**config.mk**
```make
export PLATFORM = sky130hd
export DESIGN_NAME = traffic_light_sequencer
export DESIGN_NICKNAME = d
export VERILOG_FILES = /design/src/rtl/traffic_light_sequencer.sv
export SDC_FILE = /design/constraint.sdc
export NUM_CORES = 1
export LEC_CHECK = 0
export BUFFER_PORTS_ARGS = -buffer_cell sky130_fd_sc_hd__buf_2
export CAP_MARGIN = 20
export CORE_AREA = 5 5 54 47
export CTS_CLUSTER_SIZE = 10
export DETAILED_ROUTE_END_ITERATION = 8
export DIE_AREA = 0 0 59 52
export PLACE_DENSITY = 0.69
export SETUP_SLACK_MARGIN = 0.3
export SLEW_MARGIN = 20
export SYNTH_ARGS = -nofsm -noshare
export SYNTH_HDL_FRONTEND = slang
export SYNTH_SLANG_ARGS = --single-unit
export TNS_END_PERCENT = 10
```
**constraint.sdc**
```tcl
create_clock -name dclk -period 4.8 [get_ports dclk]
set_clock_uncertainty 0.05 [all_clocks]
set_input_delay 0.24 -clock dclk [delete_from_list [all_inputs] [get_ports dclk]]
set_output_delay 0.24 -clock dclk [all_outputs]
set_load 0.01 [all_outputs]
```
**src/rtl/traffic_light_sequencer.sv**
```systemverilog
// Actuated two-direction traffic-light phase controller timed by the animation tick.
// Optional feature: define PREEMPT_EN to add the 2-bit preempt input (bit0 east-west, bit1 north-south).
module traffic_light_sequencer #(
    parameter int unsigned MIN_GREEN   = 3,
    parameter int unsigned MAX_GREEN   = 8,
    parameter int unsigned CLEAR_TICKS = 2
) (
    input  logic       dclk,
    input  logic       clr,
    input  logic       animateClk,
    input  logic       req_ew,
    input  logic       req_ns,
`ifdef PREEMPT_EN
    input  logic [1:0] preempt,
`endif
    output logic       traffic0_color,
    output logic       traffic1_color,
    output logic       traffic2_color,
    output logic       traffic3_color,
    output logic [1:0] phase,
    output logic       phase_strobe
);

    typedef enum logic [1:0] {
        EW_GREEN = 2'd0,
        EW_CLEAR = 2'd1,
        NS_GREEN = 2'd2,
        NS_CLEAR = 2'd3
    } state_t;

    localparam logic [7:0] MinG   = 8'(MIN_GREEN);
    localparam logic [7:0] MaxG   = 8'(MAX_GREEN);
    localparam logic [7:0] ClearT = 8'(CLEAR_TICKS);

    state_t     state_q, state_d;
    logic [7:0] cnt_q, cnt_d;
    logic       tick_q;
    logic       tickEdge;
    logic       preEw, preNs;

    assign tickEdge = animateClk & ~tick_q;

    // East-west preemption wins when both bits are set.
`ifdef PREEMPT_EN
    assign preEw = preempt[0];
    assign preNs = preempt[1] & ~preempt[0];
`else
    assign preEw = 1'b0;
    assign preNs = 1'b0;
`endif

    always_comb begin
        logic [7:0] n;
        state_d = state_q;
        cnt_d   = cnt_q;
        n       = cnt_q + 8'd1;
        if (tickEdge) begin
            case (state_q)
                EW_GREEN: begin
                    if (preEw) begin
                        cnt_d = cnt_q;
                    end else if (preNs || (n >= MaxG) ||
                                 ((n >= MinG) && req_ns && !req_ew)) begin
                        state_d = EW_CLEAR;
                        cnt_d   = 8'd0;
                    end else begin
                        cnt_d = n;
                    end
                end
                EW_CLEAR: begin
                    if (n >= ClearT) begin
                        state_d = preEw ? EW_GREEN : NS_GREEN;
                        cnt_d   = 8'd0;
                    end else begin
                        cnt_d = n;
                    end
                end
                NS_GREEN: begin
                    if (preNs) begin
                        cnt_d = cnt_q;
                    end else if (preEw || (n >= MaxG) ||
                                 ((n >= MinG) && req_ew && !req_ns)) begin
                        state_d = NS_CLEAR;
                        cnt_d   = 8'd0;
                    end else begin
                        cnt_d = n;
                    end
                end
                default: begin
                    if (n >= ClearT) begin
                        state_d = preNs ? NS_GREEN : EW_GREEN;
                        cnt_d   = 8'd0;
                    end else begin
                        cnt_d = n;
                    end
                end
            endcase
        end
    end

    // Outputs are derived from the next state so they change on the same edge as the state register.
    always_ff @(posedge dclk) begin
        if (clr) begin
            state_q        <= NS_CLEAR;
            cnt_q          <= 8'd0;
            tick_q         <= 1'b0;
            traffic0_color <= 1'b0;
            traffic1_color <= 1'b0;
            traffic2_color <= 1'b0;
            traffic3_color <= 1'b0;
            phase          <= 2'd3;
            phase_strobe   <= 1'b0;
        end else begin
            state_q        <= state_d;
            cnt_q          <= cnt_d;
            tick_q         <= animateClk;
            traffic0_color <= (state_d == EW_GREEN);
            traffic1_color <= (state_d == EW_GREEN);
            traffic2_color <= (state_d == NS_GREEN);
            traffic3_color <= (state_d == NS_GREEN);
            phase          <= state_d;
            phase_strobe   <= (state_d != state_q);
        end
    end

endmodule
```
==> results.py <==
metrics = {
    "synth": {
        "synth_cell_types": 35,
        "synth-seq-area-share_pct": 38.42,
        "synth_warnings": 0,
        "netlist_area_um2": 729.5,
        "ys_seq_elements": 14,
        "synth-edff-count": 0,
        "ys.flop_type": "dfxtp_1",
        "async_flop_share_pct": 0,
        "syn-instance-count": 77,
        "syn_area_per_cell_um2": 9.473,
        "synth_fp_nets": 84,
    },
    "clock_network": {
        "post_cts_resized": 0,
        "cts_tree": "built",
        "cts_buffer_depth": 2,
        "cts_made_buffers": 3,
        "clk_pin_slew_ns": 0.08,
        "cts_sinks": 14,
        "cts_root_buf": "clkbuf_4",
        "post_cts_buffers": 0,
        "insertion_delay_ns": 0.27,
        "h-tree-depth": 1,
        "hold_buffers": 0,
    },
    "routing": {
        "drt-initial-drc-count": 26,
        "wl_per_cell_um": 11.38,
        "routed_wirelength_um": 1263,
        "vias": 555,
        "viasPerCell": 5.000,
        "drtAntennaViolNets": 0,
        "drtPass1Iterations": 4,
        "drcViolationCount": 0,
    },
    "placement": {
        "dp.cells": 108,
        "place_congestion": 0.8297,
        "io_buffers": 11,
        "dp_hpwl_um": 994.3,
        "place_area_um2": 787.0,
    },
    "final_layout": {
        "antenna_cells": 0,
        "final_cell_mix": "dfxtp_1, buf_2, nor2_1, nand2_1, nor3_1",
        "final_common_cell": "dfxtp_1",
        "design_area_um2": 809.5,
        "layout-drive-gt1-share_pct": 24.42,
        "fillers": 199,
        "nets": 95,
        "fin_util_pct": 40.69,
        "fin_cells": 111,
        "area_growth_pct": 10.98,
    },
    "global_routing": {
        "overflow": 0,
        "grt_pass1_wl_um": 2194,
        "antenna_found_initial": 0,
        "grt_usage_pct": 9.482,
        "grt_pass1_vias": 522,
        "grt_max_degree": 17,
    },
    "worst_setup_path": {
        "crit_chain": "ha_1 > mux2i_2 > o31ai_4 > a31o_4 > o32ai_1",
        "crit_required_ns": 4.93,
        "cp_top_family": "compound AO/OA/AOI/OAI gates",
        "startpoint_type": "register",
        "cp-end-kind": "register",
        "slowest_stage": "dfxtp_1",
        "worstPathMaxFanout": 7,
        "cp.arrival_ns": 1.96,
        "worst-path-buf-inv": 0,
        "worst-setup-path-type": "reg2reg",
        "slowest_delay_ns": 0.42,
    },
    "floorplanning": {
        "start_util_pct": 36.67,
        "dieHeight_um": 52,
        "core_um2": 1989,
        "io_pins": 12,
        "die_area_um2": 3068,
        "dieWidth_um": 59,
        "fp-row-count": 15,
    },
    "power_and_ir_drop": {
        "p_leak_nw": 0.3365,
        "peakVddDrop_uv": 143.5,
        "p_per_area_nw_per_um2": 256.3,
    },
    "timing": {
        "rsz0062_at_grt": "no",
        "period_minus_slack_ns": 1.824,
        "fmax_mhz": 548.2,
        "finalCritPeriodShare_pct": 38.00,
        "finalSetupTns_ns": 0,
        "max-slew-margin-rel_pct": 76.09,
        "tightestPinTransition_ns": 0.3576,
        "finalMaxSlewViolations": 0,
        "finalSetupViolations": 0,
        "hold_viol": 0,
    },
    "min_path": {
        "hold_class": "in2reg",
    },
    "outcome": {
        "status": "completed",
    },
    "run": {
        "cap_violations": 0,
    },
}
==> flip-flops by register name, summed over array words and instances (netlist names) <==
name            cells
traffic1_color      1
tick_q              1
phase_strobe        1
traffic3_color      1
state_q             2
cnt_q               8
==> power by group <==
group          internal, mW  total, mW  leakage (nW)  switching, mW
clock network        0.0290     0.0625        0.0138         0.0334
logic               0.00958     0.0219         0.209         0.0123
registers             0.119      0.123         0.114        0.00364
total                 0.158      0.207         0.337         0.0494
==> path summary, 6_finish.rpt <==
kind                                       end       start  depth (start not counted)  slack, ns
worst min register to register        cnt_q[4]    cnt_q[4]                          1       0.47
worst max-delay path            traffic3_color    cnt_q[1]                          5       2.98
worst max register to register  traffic3_color    cnt_q[1]                          5       2.98
worst min-delay path                    tick_q  animateClk                          2       0.15
==> cells by family (layout without fill, tap and decap cells) <==
kind of cell / count (synthesis) / count (layout) / synth area share, %
fa+ha+maj: 2 / 2 / 3.430
buf+inv: 8 / 17 / 5.488
mux: 2 / 2 / 3.259
flops: 14 / 14 / 38.42
simple gates: 35 / 35 / 28.99
xor+xnor: 1 / 1 / 1.201
compound gates: 15 / 15 / 19.21
==> layout make-up <==
class | instances | area (um^2) | share of cell area [%]
multi-input combinational | 55 | 409.1 | 50.54
sequential | 14 | 280.3 | 34.62
timing repair buffer | 11 | 55.05 | 6.801
tap | 25 | 31.28 | 3.864
clock buffer | 3 | 22.52 | 2.782
inverter | 3 | 11.26 | 1.391
==> synth_stat cells, types with 2 or more instances <==
cell type  instances  area share, %
o32ai_1            3            3.6
nor3_1             5            3.4
nor2_1             6            3.1
buf_4              2            2.1
a21o_1             3            3.1
or3_1              2            1.7
a21oi_1            2            1.4
buf_2              2            1.4
ha_1               2            3.4
inv_1              3            1.5
and2_1             3            2.6
nand2_1            5            2.6
nor2b_1            3            2.6
nor3b_1            2            2.1
dfxtp_1           14             38
==> metrics by stage <==
| stage | hold slack [ns] | power, mW | setup WS [ns] |
|---|---|---|---|
| 2_1_floorplan | 0.3182 | 0.1408 | 3.119 |
| 3_3_place_gp | 0.4262 | 0.1475 | 3.044 |
| 3_5_place_dp | 0.4349 | 0.1479 | 2.973 |
| 4_1_cts | 0.1485 | 0.2118 | 2.958 |
| 5_1_grt | 0.1791 | 0.2222 | 2.808 |
| 6_report | 0.1528 | 0.2075 | 2.976 |
==> routing by layer <==
metal | global-route usage, % | part of all wire (%) | vias up
met3 | 3.722 | 7.8 | 2
li1 | - | - | 297
met1 | 11.51 | 47 | 241
met2 | 15.63 | 44 | 15
met4 | 2.264 | 1.3 | 0
met5 | 0 | 0 | -
Note: power is estimated with default switching activity, not from simulation.
